### src/rtl/vga_sync_monitor_if.sv
`default_nettype none
// +----------------------------------------------------------------------------+
// | vga_sync_monitor_if                                                        |
// | Sync inputs and recovered-timing outputs of the VGA sync monitor.          |
// | Revision: 1.0                                                              |
// +----------------------------------------------------------------------------+
interface vga_sync_monitor_if;
  logic       hsync;
  logic       vsync;
  logic [9:0] xpos_rec;
  logic [9:0] ypos_rec;
  logic       active;
  logic       locked;
  logic       h_err;
  logic       v_err;
  logic [7:0] frame_count;

  // Sync source / probe side
  modport master (
    output hsync, vsync,
    input  xpos_rec, ypos_rec, active, locked, h_err, v_err, frame_count
  );

  // Monitor side
  modport slave (
    input  hsync, vsync,
    output xpos_rec, ypos_rec, active, locked, h_err, v_err, frame_count
  );
endinterface
`default_nettype wire

### src/rtl/vga_sync_monitor.sv
`default_nettype none
// +----------------------------------------------------------------------------+
// | vga_sync_monitor                                                           |
// | Recovers pixel coordinates from hsync/vsync, checks timing, reports lock.  |
// | Revision: 1.0                                                              |
// +----------------------------------------------------------------------------+
module vga_sync_monitor #(
  parameter int H_ACT       = 640,
  parameter int H_FP        = 16,
  parameter int H_SYNC      = 96,
  parameter int H_BP        = 48,
  parameter int V_ACT       = 480,
  parameter int V_FP        = 10,
  parameter int V_SYNC      = 2,
  parameter int V_BP        = 33,
  parameter int LOCK_FRAMES = 2
) (
  input  logic              clk25,
  input  logic              rst,
  vga_sync_monitor_if.slave mon
);

  localparam logic [11:0] c_H_TOT   = 12'(H_ACT + H_FP + H_SYNC + H_BP);
  localparam logic [10:0] c_H_SYNC  = 11'(H_SYNC);
  localparam logic [10:0] c_H_START = 11'(H_SYNC + H_BP);
  localparam logic [10:0] c_H_END   = 11'(H_SYNC + H_BP + H_ACT);
  localparam logic [9:0]  c_X0      = 10'(H_SYNC + H_BP);
  localparam logic [10:0] c_V_TOT   = 11'(V_ACT + V_FP + V_SYNC + V_BP);
  localparam logic [9:0]  c_V_SYNC  = 10'(V_SYNC);
  localparam logic [9:0]  c_V_START = 10'(V_SYNC + V_BP);
  localparam logic [9:0]  c_V_END   = 10'(V_SYNC + V_BP + V_ACT);
  localparam int          c_GOOD_W  = (LOCK_FRAMES < 2) ? 1 : $clog2(LOCK_FRAMES + 1);
  localparam logic [c_GOOD_W-1:0] c_LOCK_N = c_GOOD_W'(LOCK_FRAMES);

  typedef enum logic [1:0] {
    ST_SEARCH  = 2'd0,
    ST_ACQUIRE = 2'd1,
    ST_LOCKED  = 2'd2
  } state_t;

  state_t              state_q, state_d;
  logic [c_GOOD_W-1:0] good_q, good_d;
  logic                locked_q, locked_d;
  logic [7:0]          fcnt_q, fcnt_d;
  logic                h_err_q, v_err_q;

  logic                hs_q, vs_q;
  logic [10:0]         hcnt_q, hcnt_d;
  logic [10:0]         hlow_q, hlow_d;
  logic [9:0]          vcnt_q, vcnt_d;
  logic [9:0]          vlow_q, vlow_d;
  logic                h_seen_q, v_seen_q;

  logic                w_hf, w_hr, w_vf, w_vr;
  logic [11:0]         w_line_len;
  logic [10:0]         w_frame_len;
  logic [10:0]         w_hlow_inc;
  logic [9:0]          w_vlow_inc;
  logic                w_h_err, w_v_err, w_err;
  logic                w_active;

  assign w_hf = hs_q & ~mon.hsync;
  assign w_hr = ~hs_q & mon.hsync;
  assign w_vf = vs_q & ~mon.vsync;
  assign w_vr = ~vs_q & mon.vsync;

  // Width counters include the current cycle, so the count is complete on the rising edge
  assign w_hlow_inc = (!hs_q && !(&hlow_q)) ? hlow_q + 11'd1 : hlow_q;
  assign w_vlow_inc = (w_hf && !vs_q && !(&vlow_q)) ? vlow_q + 10'd1 : vlow_q;

  assign w_line_len  = {1'b0, hcnt_q} + 12'd1;
  assign w_frame_len = {1'b0, vcnt_q} + 11'd1;

  // Checks stay disarmed until one full period has been seen since reset
  assign w_h_err = (w_hf && h_seen_q && (w_line_len != c_H_TOT)) ||
                   (w_hr && h_seen_q && (w_hlow_inc != c_H_SYNC));
  assign w_v_err = (w_vf && v_seen_q && (w_frame_len != c_V_TOT)) ||
                   (w_vr && v_seen_q && (w_vlow_inc != c_V_SYNC));
  assign w_err   = w_h_err | w_v_err;

  always_comb begin
    hcnt_d = hcnt_q;
    if (w_hf) begin
      hcnt_d = '0;
    end else if (!(&hcnt_q)) begin
      hcnt_d = hcnt_q + 11'd1;
    end

    hlow_d = w_hf ? '0 : w_hlow_inc;

    vcnt_d = vcnt_q;
    if (w_vf) begin
      vcnt_d = '0;
    end else if (w_hf && !(&vcnt_q)) begin
      vcnt_d = vcnt_q + 10'd1;
    end

    vlow_d = w_vf ? '0 : w_vlow_inc;
  end

  always_ff @(posedge clk25 or posedge rst) begin
    if (rst) begin
      hs_q     <= 1'b1;
      vs_q     <= 1'b1;
      hcnt_q   <= '0;
      hlow_q   <= '0;
      vcnt_q   <= '0;
      vlow_q   <= '0;
      h_seen_q <= 1'b0;
      v_seen_q <= 1'b0;
      h_err_q  <= 1'b0;
      v_err_q  <= 1'b0;
    end else begin
      hs_q     <= mon.hsync;
      vs_q     <= mon.vsync;
      hcnt_q   <= hcnt_d;
      hlow_q   <= hlow_d;
      vcnt_q   <= vcnt_d;
      vlow_q   <= vlow_d;
      h_seen_q <= h_seen_q | w_hf;
      v_seen_q <= v_seen_q | w_vf;
      h_err_q  <= w_h_err;
      v_err_q  <= w_v_err;
    end
  end

  // An error in the same cycle as a VF wins: the frame is neither counted nor locked on
  always_comb begin
    state_d = state_q;
    good_d  = good_q;
    fcnt_d  = fcnt_q;
    case (state_q)
      ST_SEARCH: begin
        if (w_vf && !w_err) begin
          state_d = ST_ACQUIRE;
          good_d  = '0;
        end
      end
      ST_ACQUIRE: begin
        if (w_err) begin
          state_d = ST_SEARCH;
          good_d  = '0;
        end else if (w_vf) begin
          if (good_q + 1'b1 == c_LOCK_N) begin
            state_d = ST_LOCKED;
            good_d  = '0;
          end else begin
            good_d = good_q + 1'b1;
          end
        end
      end
      ST_LOCKED: begin
        if (w_err) begin
          state_d = ST_SEARCH;
        end else if (w_vf) begin
          fcnt_d = fcnt_q + 8'd1;
        end
      end
      default: begin
        state_d = ST_SEARCH;
        good_d  = '0;
      end
    endcase
    locked_d = (state_d == ST_LOCKED);
  end

  always_ff @(posedge clk25 or posedge rst) begin
    if (rst) begin
      state_q  <= ST_SEARCH;
      good_q   <= '0;
      locked_q <= 1'b0;
      fcnt_q   <= '0;
    end else begin
      state_q  <= state_d;
      good_q   <= good_d;
      locked_q <= locked_d;
      fcnt_q   <= fcnt_d;
    end
  end

  assign w_active = locked_q &&
                    (hcnt_q >= c_H_START) && (hcnt_q < c_H_END) &&
                    (vcnt_q >= c_V_START) && (vcnt_q < c_V_END);

  assign mon.active      = w_active;
  assign mon.xpos_rec    = w_active ? (hcnt_q[9:0] - c_X0) : '0;
  assign mon.ypos_rec    = w_active ? (vcnt_q - c_V_START) : '0;
  assign mon.locked      = locked_q;
  assign mon.h_err       = h_err_q;
  assign mon.v_err       = v_err_q;
  assign mon.frame_count = fcnt_q;

endmodule
`default_nettype wire
### src/flat_wrapper.sv
// flat-port wrapper written by rule: the top's interface ports become plain ports
module vga_sync_monitor_flat 
#(
  parameter int H_ACT       = 640,
  parameter int H_FP        = 16,
  parameter int H_SYNC      = 96,
  parameter int H_BP        = 48,
  parameter int V_ACT       = 480,
  parameter int V_FP        = 10,
  parameter int V_SYNC      = 2,
  parameter int V_BP        = 33,
  parameter int LOCK_FRAMES = 2
)
  (clk25, rst, mon_hsync, mon_vsync, mon_xpos_rec, mon_ypos_rec, mon_active, mon_locked, mon_h_err, mon_v_err, mon_frame_count);
  vga_sync_monitor_if mon_i ();
  input  logic clk25;
  input  logic rst;
  input wire logic [$bits(mon_i.hsync)-1:0] mon_hsync;
  input wire logic [$bits(mon_i.vsync)-1:0] mon_vsync;
  output wire logic [$bits(mon_i.xpos_rec)-1:0] mon_xpos_rec;
  output wire logic [$bits(mon_i.ypos_rec)-1:0] mon_ypos_rec;
  output wire logic [$bits(mon_i.active)-1:0] mon_active;
  output wire logic [$bits(mon_i.locked)-1:0] mon_locked;
  output wire logic [$bits(mon_i.h_err)-1:0] mon_h_err;
  output wire logic [$bits(mon_i.v_err)-1:0] mon_v_err;
  output wire logic [$bits(mon_i.frame_count)-1:0] mon_frame_count;
  assign mon_i.hsync = mon_hsync;
  assign mon_i.vsync = mon_vsync;
  assign mon_xpos_rec = mon_i.xpos_rec;
  assign mon_ypos_rec = mon_i.ypos_rec;
  assign mon_active = mon_i.active;
  assign mon_locked = mon_i.locked;
  assign mon_h_err = mon_i.h_err;
  assign mon_v_err = mon_i.v_err;
  assign mon_frame_count = mon_i.frame_count;
  vga_sync_monitor #(.H_ACT(H_ACT), .H_FP(H_FP), .H_SYNC(H_SYNC), .H_BP(H_BP), .V_ACT(V_ACT), .V_FP(V_FP), .V_SYNC(V_SYNC), .V_BP(V_BP), .LOCK_FRAMES(LOCK_FRAMES)) u_core (.clk25(clk25), .rst(rst), .mon(mon_i));
endmodule
### config.mk
export PLATFORM = sky130hd
export DESIGN_NAME = vga_sync_monitor_flat
export DESIGN_NICKNAME = d
export VERILOG_FILES = /design/src/rtl/vga_sync_monitor_if.sv /design/src/rtl/vga_sync_monitor.sv /design/src/flat_wrapper.sv
export SDC_FILE = /design/constraint.sdc
export NUM_CORES = 1
export LEC_CHECK = 0
export ABC_AREA = 1
export BUFFER_PORTS_ARGS = -buffer_cell sky130_fd_sc_hd__clkbuf_2
export CORE_MARGIN = 3
export CORE_UTILIZATION = 30
export DETAILED_ROUTE_END_ITERATION = 10
export REMOVE_ABC_BUFFERS = 1
export SYNTH_ARGS = -nofsm -noshare
export SYNTH_HDL_FRONTEND = slang
export SYNTH_SLANG_ARGS = --single-unit
### constraint.sdc
create_clock -name clk25 -period 2.9 [get_ports clk25]
set_clock_uncertainty 0.1 [all_clocks]
set_input_delay 0.145 -clock clk25 [delete_from_list [all_inputs] [get_ports clk25]]
set_output_delay 0.145 -clock clk25 [all_outputs]
set_load 0.005 [all_outputs]
==> metrics.md, run 1 <==
| Metric | Value |
|---|---|
| Die Area | ~15000 µm² |
| Final worst-path cycle share | 0.905 |
| Status | completed |
| Worst skew pair latency | approximately 0.32 ns |
| CP max-delay cell | dfrtp_1 |
| TritonCTS buffer count | 9 |
| Layout cells sized above 1 | 0.121 |
| Library cells used by synthesis | 37 |
| First-pass GRT wire length | approximately 16 mm |
| Root Driver | clkbuf_16 |
| Buffer and inverter count on the worst path | 6 |
| DRT Wirelength | a little over 9 mm |
| Die height | between 100 and 150 µm |
| PD cells | 483 nW/µm² |
| Sw frac | 0.268 |
| Vias per cell | about 4.6 |
| Via count | about 3800 |
| Multi-input gate area | 2090 µm² |
| Worst-margin pin slew | 0.617 ns |
| Setup TNS Final | 0 ns |
| Internal | about 1.7 mW |
| Startpoint types | register |
| Critical Path Most Common Cell | inv_1 |
| H-tree levels | 3 |
| Mapped Cells | just under 600 |
| Vias in the first global route | around 3500 |
| Peak Freq | about 0.38 GHz |
| All-Layer GR Usage | 0.130 |
| Top delay family on crit path | buffers and inverters |
| Largest stage delay, worst path | ~0.43 ns |
| Die X | between 100 and 150 µm |
| Worst EP arrival | about 2.4 ns |
| Max Slew Vio Count | 0 |
| Yosys warns | 0 |
| Most frequent cells in the layout | nand2_1, nor2_1, inv_1 |
| Residual DRC | 0 |
| # fillers | around 1400 |
| Nets@finish | about 650 |
| Worst setup EP type | output pin |
| #FFs+latches synth | approximately 60 |
| TritonCTS clock tree | built |
| Commonest non-fill, non-tap cell in the layout | nand2_1 |
| Postcts setup bufs | 0 |
| Grt total ovfl | 0 |
| Worst hold path type | input pin to async pin |
| Relative slew slack | 0.588 |
| Wire per inst | about 11 µm |
| Port bufs | 35 |
| Fin util | 0.367 |
| Final Critical Period | 2.63 ns |
| Setup repair after global routing missed its margin | false |
| Clock Pin Slew Worst Setup and Hold Paths | 0.05 ns |
| DP HPWL | between 7 and 8 mm |
| Final Hold Vio Count | 0 |
| Part of the Yosys area used for sequential elements | 0.384 |
| Layout area overhead | 18.3% |
| Crit-path max FO | 10 |
| I/O pins | 36 |
| Starting density of the core | 0.311 |
| Seq. cell area | ~1500 µm² |
| Worst VDD drop | about 0.00027 V |
| Largest net degree at the start of global routing | 35 |
| Clock sink count | slightly above 60 |
| DRT Pass-1 Iters | 5 |
| NetSw | 609 µW |
| Core Region | between 10000 and 15000 µm² |
| Critical path class | register to output pin |
| Row cnt | a little over 40 |
| Final setup violation count | 0 |
| Sequential share of power | 0.422 |
| ANT nets after route | 0 |
| Initial antenna violation count | 0 |
| Mapped cell area | 3980 µm² |
| Clk network pwr share | 0.458 |
| Required @ worst endpoint | 2.65 ns |
| Logic pwr share | 0.120 |
| Iteration-0 DRC Markers | 243 |
| Static Leak | 2.44 nW |
| GPL Wtd Cong | roughly 0.91 |
| Crit-path cells | ha_1 -> inv_1 -> nand2_1 -> nor2_1 -> nor2_1 -> inv_1 -> nand3_1 -> inv_1 -> nor3_1 -> inv_2 -> buf_4 -> a21oi_1 -> clkbuf_2 |
| Max Cap Viol | 0 |
| N_diodes | 0 |
| Clock buffer depth | 2 |
| Syn Area/Cell | just under 7 µm² |
==> layout make-up <==
| class | instances | area share |
|---|---|---|
| clock buffers | 13 | 0.0595 |
| clock inverters | 3 | 0.00372 |
| inverters | 86 | 0.0688 |
| multi-input cells | 431 | 0.444 |
| flip-flops and latches | 61 | 0.324 |
| well taps | 172 | 0.0457 |
| repair buffers | 43 | 0.0542 |
==> through the flow <==
stage                     hold WS, ns  area (µm²)  setup WS, ns  instances  power, mW
final                           0.336        4710         0.275        809       2.27
after global routing            0.395        4710        0.0128        809       2.39
after CTS                       0.348        4700        0.0296        809       2.30
after detailed placement        0.145        4380         0.225        790       1.24
after global placement          0.132        4380         0.313        790       1.23
after floorplan                0.0495        3940         0.489        578       1.17
==> flip-flops by register name (all words and copies together) (netlist names) <==
name                    flops
u_core.hcnt_q              11
u_core.mon.frame_count      8
u_core.v_seen_q             1
u_core.hlow_q              11
u_core.good_q               2
u_core.mon.h_err            1
u_core.mon.v_err            1
u_core.hs_q                 1
u_core.h_seen_q             1
u_core.state_q              2
u_core.mon.locked           1
u_core.vs_q                 1
u_core.vcnt_q              10
u_core.vlow_q              10
==> power groups by stage <==
stage | registers, mW | clock network, mW | logic, mW
detailed placement | 0.973 | 0 | 0.270
floorplan | 0.960 | 0 | 0.206
global placement | 0.971 | 0 | 0.263
global route | 0.968 | 1.11 | 0.319
CTS | 0.959 | 1.07 | 0.275
finish | 0.959 | 1.04 | 0.273
==> cell usage after synthesis <==
cell type / n / area share
a211oi_1: 1 / 0.0019
a21oi_1: 14 / 0.018
a31oi_1: 1 / 0.0016
a41oi_1: 1 / 0.0022
buf_2: 1 / 0.0013
buf_6: 2 / 0.0057
clkbuf_1: 4 / 0.0038
clkbuf_2: 1 / 0.0013
clkinv_1: 1 / 0.00094
clkinv_2: 1 / 0.0013
dfrtp_1: 59 / 0.37
dfstp_2: 2 / 0.013
ha_1: 9 / 0.028
inv_1: 83 / 0.078
inv_2: 1 / 0.00094
nand2_1: 177 / 0.17
nand2_2: 4 / 0.0063
nand2_4: 1 / 0.0028
nand3_1: 49 / 0.062
nand3_2: 2 / 0.0050
nand3_4: 1 / 0.0044
nand3b_1: 3 / 0.0057
nand4_1: 13 / 0.020
nor2_1: 90 / 0.085
nor2_2: 3 / 0.0047
nor2_4: 2 / 0.0057
nor2_8: 1 / 0.0050
nor3_1: 10 / 0.013
nor3b_1: 2 / 0.0038
o2111ai_1: 1 / 0.0022
o21a_1: 2 / 0.0038
o21ai_0: 17 / 0.021
o21ai_1: 1 / 0.0013
o22ai_1: 5 / 0.0079
or2_2: 1 / 0.0016
xnor2_1: 7 / 0.015
xor2_1: 13 / 0.029
==> worst register-to-register path: stages (launching register included) <==
cell and delay (ns):
dfrtp_1 0.37, ha_1 0.23, nand2_1 0.08, nor2_2 0.17, nand3_4 0.20, nand2_1 0.15, nand2_1 0.05, o21ai_0 0.11
nand2_1 0.09, nor2_1 0.13, nand3_1 0.13, nand2_1 0.09, nand2_2 0.09, nor2_8 0.13, nand3_1 0.15, nand2_1 0.13
nand2_1 0.05, nand2_1 0.06
==> worst paths after layout <==
kind,depth (start not counted),slack (ns),to,from
min,3,0.34,u_core.hlow_q[7],rst
max,13,0.27,mon_xpos_rec[6],u_core.vcnt_q[0]
min in group clk25,2,0.36,u_core.v_seen_q,u_core.v_seen_q
max in group asynchronous,4,1.70,u_core.vs_q,rst
max reg2reg,17,0.32,u_core.good_q[1],u_core.hlow_q[0]
min reg2reg,2,0.36,u_core.v_seen_q,u_core.v_seen_q
==> routing by layer <==
| layer | global-route usage | up-vias | wire (µm) |
|---|---|---|---|
| met5 | 0 | - | 0 |
| met4 | 0.0448 | 0 | 151 |
| met3 | 0.0298 | 18 | 341 |
| met2 | 0.211 | 73 | 4310 |
| met1 | 0.172 | 1722 | 4450 |
| li1 | - | 1939 | - |
==> what timing repair did <==
item                                    in CTS  in global routing
endpoints found under the hold margin       29                  0
hold buffers                                 3                  0
endpoints found under the setup margin       0                 26
gates resized for setup                      0                  2
==> logic make-up after synthesis <==
logic type / synth area share
buffers and inverters: 0.0933
XOR/XNOR: 0.0440
adder cells (fa/ha/maj): 0.0283
AND/OR/NAND/NOR: 0.391
flip-flops: 0.384
AO/OA/AOI/OAI: 0.0597
(Power assumes the default switching activity.)
==> run 2, diff against run 1 <==
--- a/config.mk
+++ b/config.mk
@@ -7,9 +7,13 @@
 export LEC_CHECK = 0
 export ABC_AREA = 1
 export BUFFER_PORTS_ARGS = -buffer_cell sky130_fd_sc_hd__clkbuf_2
-export CORE_MARGIN = 3
+export CELL_PAD_IN_SITES_DETAIL_PLACEMENT = 0
+export CELL_PAD_IN_SITES_GLOBAL_PLACEMENT = 1
+export CORE_MARGIN = 2
 export CORE_UTILIZATION = 30
 export DETAILED_ROUTE_END_ITERATION = 10
+export GPL_ROUTABILITY_DRIVEN = 0
+export PLACE_DENSITY_LB_ADDON = 0.1
 export REMOVE_ABC_BUFFERS = 1
 export SYNTH_ARGS = -nofsm -noshare
 export SYNTH_HDL_FRONTEND = slang
==> run 2 against run 1 <==
  * Sequential cell count unchanged
  * Cell count rose by 0.87%
  * Die area decreased by 3.3%
  * Clock power hardly changed
  * Non-clock buffer count up 4
  * Total power increased by 1.1%
  * Combinational power is essentially flat
  * Hold slack got worse by 0.12 ns
  * Global-route usage is 1.8 points higher
  * Maximum frequency rose by 1.3%
  * Core utilization shrank 0.38 points
  * Sequential power barely moved
==> metrics.md, run 2 (synthesis results as in run 1) <==
| Metric | Value |
|---|---|
| Worst VDD drop | 0.000426 V |
| Largest net degree at the start of global routing | between 40 and 50 |
| Clock sink count | 61 |
| Vias in the first global route | between 3000 and 4000 |
| Max Slew Vio Count | 0 |
| Final worst-path cycle share | 0.894 |
| Startpoint types | register |
| Max Cap Viol | 0 |
| H-tree levels | 3 |
| Initial antenna violation count | 0 |
| Placed Instance Area | roughly 4400 µm² |
| Clock buffer depth | 2 |
| Largest registers | u_core.hcnt_q x11, u_core.hlow_q x11 |
| PD cells | slightly below 500 nW/µm² |
| Worst skew pair latency | about 0.34 ns |
| Critical R2R Launch | u_core.hlow_q[0] |
| Crit-path max FO | 18 |
| WL met3 | about 280 µm |
| Row cnt | 42 |
| Most frequent cells in the layout | nand2_1, nor2_1, inv_1 |
| Nets@finish | roughly 650 |
| All-Layer GR Usage | 0.148 |
| Crit path launch | u_core.vcnt_q[0] |
| Starting density of the core | 0.304 |
| Clock Pin Slew Worst Setup and Hold Paths | roughly 0.050 ns |
| DRT Wirelength | ~10 mm |
| Final Critical Period | about 2.6 ns |
| I/O pins | 36 |
| Wire length on met2 | between 4 and 5 mm |
| N_diodes | 0 |
| Iteration-0 DRC Markers | about 180 |
| Residual DRC | 0 |
| Post-Place Worst Slack | 0.194 ns |
| Largest stage delay, worst path | around 0.4 ns |
| Setup repair after global routing missed its margin | false |
| Setup TNS Final | 0 ns |
| Static Leak | between 2 and 2.5 nW |
| Highest Signal Layer | met4 |
| Port bufs | 35 |
| Die X | about 120 µm |
| DP HPWL | between 7 and 8 mm |
| Final setup violation count | 0 |
| DRT Pass-1 Iters | 6 |
| Layout cells sized above 1 | 0.128 |
| TritonCTS clock tree | built |
| Peak Freq | 0.386 GHz |
| Critical Path Most Common Cell | inv_1 |
| ANT nets after route | 0 |
| Die Area | ~14000 µm² |
| Relative slew slack | 0.678 |
| Required @ worst endpoint | around 2.7 ns |
| CP max-delay cell | dfrtp_2 |
| Final Hold Vio Count | 0 |
| Post-route cell area | 4760 µm² |
| Worst setup EP type | output pin |
| First-pass GRT wire length | 16.7 mm |
| Status | completed |
| Commonest non-fill, non-tap cell in the layout | nand2_1 |
| Core Region | around 13000 µm² |
| Wl on met1 | approximately 4.7 mm |
| Layout area overhead | 19.4% |
| Crit-path cells | ha_2 -> inv_1 -> nand2_1 -> nor2_1 -> nor2_1 -> inv_1 -> nand3_1 -> inv_1 -> nor3_4 -> clkinv_1 -> buf_4 -> nor3_1 -> clkbuf_2 |
| Worst hold path type | input pin to async pin |
| Via count | between 3000 and 4000 |
| TritonCTS buffer count | 9 |
| Wire per inst | 12.1 µm |
| Grt total ovfl | 0 |
| Min setup slack post-route | between 0.3 and 0.4 ns |
| Fin util | 0.364 |
| Root Driver | clkbuf_16 |
| Die height | roughly 120 µm |
| Critical path class | register to output pin |
| Vias per cell | between 4 and 5 |
| Worst EP arrival | between 2 and 2.5 ns |
| Worst-margin pin slew | roughly 0.48 ns |
-- run 2: critical path: cells and delay by family, from the launching register on --
| family | cells | cell delay, ns |
|---|---|---|
| AND/OR/NAND/NOR | 6 | 0.73 |
| buffers and inverters | 6 | 0.66 |
| adder cells (fa/ha/maj) | 1 | 0.22 |
| flip-flops | 1 | 0.41 |
-- run 2: layout make-up --
type | instances | area, µm²
Inverter | 86 | 324
Timing Repair Buffer | 47 | 285
Tap cell | 176 | 220
Multi-Input combinational cell | 431 | 2110
Fill cell | 1458 | 8330
Sequential cell | 61 | 1530
Clock inverter | 4 | 48.8
Clock buffer | 11 | 243
-- run 2: path summary, 6_finish.rpt --
path	slack [ns]	cells past startpoint	end
min in group clk25	0.37	2	u_core.h_seen_q
max in group asynchronous	1.84	4	u_core.vs_q
max	0.31	13	mon_ypos_rec[6]
min reg2reg	0.37	2	u_core.h_seen_q
min	0.22	3	u_core.hlow_q[2]
max reg2reg	0.34	18	u_core.mon.frame_count[4]
-- run 2: per-layer routing --
layer | track usage | vias to the layer above
met5 | 0 | -
met4 | 0.0379 | 0
met3 | 0.0417 | 6
met2 | 0.248 | 33
met1 | 0.189 | 1699
li1 | - | 1945
-- run 2: timing repair --
action | 4_1_cts | 5_1_grt
setup buffers | 0 | 5
hold buffers | 3 | 0
gates resized for setup | 1 | 5
setup endpoints to repair | 1 | 29
pin swaps | 0 | 1
endpoints found under the hold margin | 16 | 0
-- run 2: per-stage QoR --
stage	cells	hold slack (ns)	total power [mW]
CTS	811	0.223	2.34
global route	816	0.242	2.44
finish	816	0.219	2.30
floorplan	578	0.0495	1.17
global placement	793	0.0296	1.25
detailed placement	793	0.0317	1.25
-- run 2: report_power, final --
group	internal (mW)	switching, mW
Clock	0.681	0.382
Sequential	0.907	0.0530
Combinational	0.0905	0.183
